===== config.mk =====
export PLATFORM = sky130hd
export DESIGN_NAME = imem_boot_loader
export DESIGN_NICKNAME = d
export VERILOG_FILES = /design/src/rtl/imem_boot_loader.sv
export SDC_FILE = /design/constraint.sdc
export NUM_CORES = 1
export LEC_CHECK = 0
export ABC_AREA = 0
export CAP_MARGIN = 10
export CORE_AREA = 2 2 98 100
export DETAILED_ROUTE_END_ITERATION = 10
export DIE_AREA = 0 0 100 102
export GPL_ROUTABILITY_DRIVEN = 1
export PLACE_DENSITY = 0.68
export SYNTH_ARGS = -nofsm -noshare
export SYNTH_HDL_FRONTEND = slang
export SYNTH_SLANG_ARGS = --single-unit

===== constraint.sdc =====
create_clock -name clk -period 2.6 [get_ports clk]
set_input_delay 0.39 -clock clk [delete_from_list [all_inputs] [get_ports clk]]
set_output_delay 0.39 -clock clk [all_outputs]
set_load 0.05 [all_outputs]

===== src/rtl/imem_boot_loader.sv =====
// ============================================================================
// imem_boot_loader
// ----------------------------------------------------------------------------
// Boot stage that sits in front of single_cycle_mips. It receives a program
// image as a byte stream over a valid/ready handshake and writes it one word at
// a time into the instruction-memory write port. The CPU is held in reset
// until the whole image has landed in imem.
//
// Stream layout:
//    length N  : 2 bytes, big-endian (16-bit unsigned word count)
//    data      : N x 4 bytes, each word big-endian (first byte -> bits 31:24)
//    checksum  : 1 byte, XOR of all data bytes (only with the macro below)
//
// Build option:
//    IMEM_LOADER_CHECKSUM_EN - when defined, adds the CHK state and the XOR
//    accumulator. A checksum byte follows the data, and a mismatch sends the
//    loader to ERR. When undefined, the loader goes from the last data byte
//    (or from an empty length) straight to RUN.
//
// Ports:
//    clk         in   rising-edge clock
//    reset       in   synchronous, active-high reset
//    rx_valid    in   a byte is present on rx_data
//    rx_data     in   [7:0] stream byte
//    rx_ready    out  loader can accept a byte (registered, depends on state)
//    mem_we      out  one-cycle imem write strobe
//    mem_addr    out  [ADDR_W-1:0] word address of the write
//    mem_wdata   out  [31:0] assembled instruction word
//    cpu_reset   out  CPU reset, held high until the load completes
//    done        out  image loaded and CPU released
//    error       out  sticky load failure (cleared only by reset)
//    word_count  out  [ADDR_W:0] number of words written so far
// ============================================================================
module imem_boot_loader #(
   parameter int ADDR_W    = 8,
   parameter int MAX_WORDS = 256
) (
   input  logic              clk,
   input  logic              reset,
   input  logic              rx_valid,
   input  logic [7:0]        rx_data,
   output logic              rx_ready,
   output logic              mem_we,
   output logic [ADDR_W-1:0] mem_addr,
   output logic [31:0]       mem_wdata,
   output logic              cpu_reset,
   output logic              done,
   output logic              error,
   output logic [ADDR_W:0]   word_count
);

`ifdef IMEM_LOADER_CHECKSUM_EN
   typedef enum logic [2:0] {LEN_HI, LEN_LO, DATA, CHK, RUN, ERR} state_t;
`else
   typedef enum logic [2:0] {LEN_HI, LEN_LO, DATA, RUN, ERR} state_t;
`endif

   localparam logic [ADDR_W:0] ONE_WORD = {{ADDR_W{1'b0}}, 1'b1};

   state_t            state;
   logic [7:0]        len_hi;
   logic [ADDR_W:0]   len_words;
   logic [1:0]        byte_cnt;
   logic [23:0]       shift_word;
`ifdef IMEM_LOADER_CHECKSUM_EN
   logic [7:0]        xor_acc;
`endif

   logic              accept;
   logic [15:0]       len_full;
   logic              len_too_big;
   logic              last_word;

   // A byte moves only on an edge where both sides of the handshake agree.
   // The oversize test is done on the full 16-bit length so that large
   // lengths cannot alias down to small legal ones. Once the length has
   // passed that test it fits in ADDR_W+1 bits, which is all the word
   // counter needs.
   assign accept      = rx_valid && rx_ready;
   assign len_full    = {len_hi, rx_data};
   assign len_too_big = {1'b0, len_full} > 17'(MAX_WORDS);
   assign last_word   = (word_count + ONE_WORD) == len_words;

   // Loader FSM with all outputs registered.
   // rx_ready defaults to 1 and is cleared on any transition into RUN or ERR,
   // so it drops in the same cycle the stream closes and no extra byte is
   // taken. Release is one edge after RUN is entered, which lets the final
   // mem_we commit to imem before the CPU's first fetch.
   always_ff @(posedge clk) begin
      if (reset) begin
         state      <= LEN_HI;
         rx_ready   <= 1'b0;
         mem_we     <= 1'b0;
         mem_addr   <= '0;
         mem_wdata  <= '0;
         cpu_reset  <= 1'b1;
         done       <= 1'b0;
         error      <= 1'b0;
         word_count <= '0;
         len_hi     <= '0;
         len_words  <= '0;
         byte_cnt   <= '0;
         shift_word <= '0;
`ifdef IMEM_LOADER_CHECKSUM_EN
         xor_acc    <= '0;
`endif
      end else begin
         mem_we   <= 1'b0;
         rx_ready <= 1'b1;
         case (state)
            LEN_HI: begin
               if (accept) begin
                  len_hi <= rx_data;
                  state  <= LEN_LO;
               end
            end

            LEN_LO: begin
               if (accept) begin
                  len_words <= len_full[ADDR_W:0];
                  if (len_too_big) begin
                     state    <= ERR;
                     error    <= 1'b1;
                     rx_ready <= 1'b0;
                  end else if (len_full == 16'd0) begin
`ifdef IMEM_LOADER_CHECKSUM_EN
                     state    <= CHK;
`else
                     state    <= RUN;
                     rx_ready <= 1'b0;
`endif
                  end else begin
                     state <= DATA;
                  end
               end
            end

            // byte_cnt wraps from 3 back to 0, so it realigns itself for
            // the next word without an explicit clear.
            DATA: begin
               if (accept) begin
                  shift_word <= {shift_word[15:0], rx_data};
                  byte_cnt   <= byte_cnt + 2'd1;
`ifdef IMEM_LOADER_CHECKSUM_EN
                  xor_acc    <= xor_acc ^ rx_data;
`endif
                  if (byte_cnt == 2'd3) begin
                     mem_we     <= 1'b1;
                     mem_addr   <= word_count[ADDR_W-1:0];
                     mem_wdata  <= {shift_word, rx_data};
                     word_count <= word_count + ONE_WORD;
                     if (last_word) begin
`ifdef IMEM_LOADER_CHECKSUM_EN
                        state    <= CHK;
`else
                        state    <= RUN;
                        rx_ready <= 1'b0;
`endif
                     end
                  end
               end
            end

`ifdef IMEM_LOADER_CHECKSUM_EN
            CHK: begin
               if (accept) begin
                  rx_ready <= 1'b0;
                  if (rx_data == xor_acc) begin
                     state <= RUN;
                  end else begin
                     state <= ERR;
                     error <= 1'b1;
                  end
               end
            end
`endif

            RUN: begin
               rx_ready  <= 1'b0;
               cpu_reset <= 1'b0;
               done      <= 1'b1;
            end

            ERR: begin
               rx_ready  <= 1'b0;
               cpu_reset <= 1'b1;
               error     <= 1'b1;
            end

            default: begin
               state    <= ERR;
               error    <= 1'b1;
               rx_ready <= 1'b0;
            end
         endcase
      end
   end

endmodule

# [Yosys cells after proc, flatten, opt, wreduce, memory -nomap -nowiden]
# Cells that the tools add are included.
[word_totals] inputBits=11 register_bits=100 output_inout_bits=54 elab_cells=65
[op_classes] eq_ne=12 reduce_logical=13 bitwise_logic=4 n_mux=20 magnitude_cmp=1 addsub=2
[ops] cell="$mux W3" count=6
[ops] cell="$gt A16 B9 Y1 const B" count=1
[ops] cell="$logic_not A16 Y1" count=1
[ops] cell="$ne A2 B2 Y1 const B" count=6
[ops] cell="$pmux W3 S4" count=1
[ops] cell="$mux W1" count=10
[ops] cell="$add A9 B1 Y9 const B" count=1
[ops] cell="$eq A9 B9 Y1" count=1
[ops] cell="$eq A3 B2 Y1 const B" count=2
[ops] cell="$reduce_and A2 Y1" count=3
[ops] cell="$reduce_and A3 Y1" count=2
[ops] cell="$reduce_and A6 Y1" count=1
[ops] cell="$reduce_or A3 Y1" count=2
[ops] cell="$not A1 Y1" count=4
[ops] cell="$pmux W1 S2" count=2
[ops] cell="$eq A3 B1 Y1 const B" count=1
[ops] cell="$eq A3 B3 Y1 const B" count=1
[ops] cell="$logic_not A3 Y1" count=1
[ops] cell="$pmux W1 S3" count=1
[ops] cell="$add A2 B1 Y2 const B" count=1
[ops] cell="$eq A2 B2 Y1 const B" count=1
[ops] cell="$reduce_bool A2 Y1" count=1
[ops] cell="$reduce_or A2 Y1" count=1
[ops] cell="$logic_and A1 B1 Y1" count=1

# [Longest topological paths before layout]
[logic_depth] depth_word=6 ltp_mapped=7 ltp_nobuf=6

# [Worst setup path after synthesis]
# Ideal clock, no wire load.
[synth_path] path_type="reg2reg" start="reg word_count[0]" end="reg rx_ready" period_less_slack_ns=2.042 path_buffers=1 arrival_ns=1.928 setup_ns=0.115 required_time_ns=2.485 stages_incl_launch_ff=8 setup_slack_ns=0.558 path_cell_list="dfxtp_1 ha_1 buf_2 xor2_1 o311a_1 o2111a_1 nand4_1 o21ba_1"
[synth_via] elab_chain_cells=6
[synth_rtl] element="start: declaration" line_no="49" text="output logic [ADDR_W:0] word_count"
[synth_rtl] element="start signal: assignment" line_no="151" text="word_count <= word_count + ONE_WORD;"
[synth_rtl] element="$add A9 B1 Y9" line_no="82" text="assign last_word = (word_count + ONE_WORD) == len_words;"
[synth_rtl] element="$eq A9 B9 Y1" line_no="82"
[synth_rtl] element="$mux W1" line_no="152" text="if (last_word) begin"
[synth_rtl] element="$mux W1" line_no="147" text="if (byte_cnt == 2'd3) begin"
[synth_rtl] element="$mux W1" line_no="141" text="if (accept) begin"
[synth_rtl] element="$pmux W1 S3" line_no="110" text="case (state)"
[synth_rtl] element="end signal: assignment" line_no="109" text="rx_ready <= 1'b1;"
[synth_rtl] element="end signal: assignment" line_no="124" text="rx_ready <= 1'b0;"
[synth_rtl] element="end signal: assignment" line_no="157" text="rx_ready <= 1'b0;"
[synth_rtl] element="end: declaration" line_no="42" text="output logic rx_ready,"
# Every way passes these cells.
# A chain may end at the register's enable or synchronous reset.

# [Worst setup path after layout]
[layout_path] start="reg word_count[3]" end="out word_count[3]"
# No word-level cell between the ends.

==> impl_metrics.py <==
metrics = {
    "drt": {
        "drc_errors": 0,
        "via_per_inst": 5.13,
        "drt_iter0_drc": 169,
        "via_count": 3342,
        "dr.pass1.iters": 4,
        "wire_per_inst_um": 13.9,
        "antenna_left": 0,
        "routed_wirelength_um": 9050,
    },
    "global_route": {
        "grt_start_max_net_pins": 57,
        "grt_overflow": 0,
        "grt_pass1_wl_um": 14900,
        "antenna_found_initial": 0,
        "grt_use_total_pct": 18.5,
        "grt_pass1_vias": 3045,
    },
    "power_and_ir_drop": {
        "leakagePower_nw": 1.63,
        "total_power_mw": 2.63,
        "ir_worst_vdd_v": 0.000325,
        "powerDensity_nw_per_um2": 540,
    },
    "cells_and_area": {
        "postLayoutCoreUtil_pct": 53.4,
        "syn2layout_area_growth_pct": 20.8,
        "drive_gt1_share_pct": 6.67,
        "diodes": 0,
        "instances_no_fill": 651,
        "final_common_cell": "nand2_1",
        "final_cell_mix": "148 x nand2_1, 100 x dfxtp_1, 68 x a21oi_1",
        "final_nets": 548,
    },
    "sta": {
        "worstMarginPinSlew_ns": 0.550,
        "finalSetupTns_ns": 0,
        "finalHoldViolCount": 0,
        "fin_crit_ns": 2.23,
        "setup_slack_ns": 0.373,
        "finalMaxSlewViolations": 0,
        "rsz0062_at_grt": "no",
        "skew_ns": 0.00528,
        "setup_violations": 0,
        "fmax_mhz": 449,
        "min_period_over_period_pct": 85.7,
        "relSlewSlack_pct": 63.4,
    },
    "clock_network": {
        "clkSinkCount": 100,
        "clkSlewWorstSetupHoldPaths_ns": 0.09,
        "post_cts.repair.setup_buffers": 0,
        "clock_latency_ns": 0.36,
        "cts_tree": "built",
        "clockBufferDepth": 2,
        "h-tree-depth": 3,
        "ctsHoldBuffers": 0,
        "cts_resized": 0,
        "cts_root_buf": "clkbuf_8",
        "numCtsBuffers": 9,
    },
    "floorplan": {
        "start_util_pct": 44.2,
        "die_h_um": 102,
        "die_w_um": 100,
        "boundaryPins": 65,
        "rows": 35,
        "core_um2": 9110,
        "die-area_um2": 10200,
    },
    "synthesis": {
        "synth_top_area_cell": "dfxtp_1",
        "synthesis.area_um2": 4030,
        "synth_top_cell_area_share_pct": 49.7,
        "syn_inst": 485,
        "synthesis.nets": 498,
        "synth_seq_area_share_pct": 49.7,
        "avgSynthCellArea_um2": 8.31,
        "synth_edf_count": 0,
        "async_flop_share_pct": 0,
        "yosys_warnings": 0,
        "synth_ff_type": "dfxtp_1",
        "yosysUniqueCellTypes": 53,
        "ys_ff_latch": 100,
        "synth_area_leaders": "dfxtp_1 50%, nand2_1 14%, a21oi_1 8.4%, mux2i_1 4.2%, nor2_1 3.5%",
    },
    "critical_path": {
        "start_kind": "flop",
        "cpMaxStageDelayCell": "clkdlybuf4s50_1",
        "r2r_slack_ns": 0.62,
        "crit_chain": "clkdlybuf4s50_1",
        "required_ns": 2.21,
        "critPathTopFamily": "buffers and inverters",
        "cp_max_fo": 12,
        "path_buf_inv": 1,
        "critPathKind": "flop to output port",
        "crit_arrival_ns": 1.84,
        "cp_slowest_stage_delay_ns": 0.89,
        "crit_path_end_kind": "output port",
    },
    "min_path": {
        "hold_class": "primary input to flop",
    },
    "placement": {
        "port_buffers": 64,
        "hpwlAfterDp_um": 6150,
        "dp_slack_ns": 0.336,
        "placed_cells": 635,
        "gp_congestion": 0.820,
    },
    "status": {
        "outcome": "completed",
    },
    "job": {
        "timing.max_cap.violations": 0,
    },
}
-- path summary, 6_finish.rpt --
kind	startpoint	to	cells past startpoint
hold reg to reg	mem_addr[1]	mem_addr[1]	2
setup reg to reg	word_count[0]	rx_ready	6
hold / removal	reset	state[1]	3
setup / recovery	word_count[3]	word_count[3]	1
-- cell type report --
cell class              instances  area (um2)
fillers                       858        4240
repair buffers                 72         696
well taps                     111         139
clock buffers                  10         128
clock inverters                 6        50.0
inverters                       3        11.3
multi-input cells             349        1840
flip-flops and latches        100        2000
-- report_power, final --
part	internal, mW	switching (mW)
Sequential	1.55	0.0198
Combinational	0.0619	0.0944
Clock	0.358	0.545
Total	1.97	0.659
-- flip-flops by register name, indices dropped and copies added, names as in the netlist, 2 cells and up --
register / cells
mem_addr: 8
state: 3
mem_wdata: 32
byte_cnt: 2
len_words: 9
word_count: 9
shift_word: 24
len_hi: 8
-- synthesized netlist by cell type (3+ instances only) --
cell type and n:
a21oi_1 68, xnor2_1 11, clkbuf_1 16, nor4_2 3, a31oi_1 5, xor2_1 7
buf_2 9, dfxtp_1 100, mux2i_1 17, nor3_1 5, nor2_1 38, nand2_1 148
buf_4 4, nand2b_1 3, nand3_1 5, inv_1 3
-- cells by family after synthesis --
logic type      count (synthesis)  synth area share (%)
compound gates                 90                  12.9
fa+ha+maj                       2                 0.621
buf+inv                        36                  4.63
flops                         100                  49.7
simple gates                  222                  24.1
mux                            17                  4.22
xor+xnor                       18                  3.91
-- metal layers --
metal  GRT usage [%]  vias up  wire length (um)
li1                -     1704                 -
met1            25.8     1527              4230
met2            27.8       91              4080
met3            3.63       20               493
met4            8.85        0               239
met5               0        -                 0
-- per-stage QoR --
step / hold WS (ns) / cell area [um2]
after floorplan: 0.432 / 4030
after global placement: 0.442 / 4690
after detailed placement: 0.447 / 4690
after CTS: 0.404 / 4870
after global routing: 0.457 / 4870
final: 0.420 / 4870
-- worst reg2reg max path, delay by kind of cell, from the launching register on --
family,cells,cell delay (ns)
compound gates,3,0.60
simple gates,1,0.14
flops,1,0.52
fa+ha+maj,1,0.40
xor+xnor,1,0.23
(Power assumes the default switching activity.)
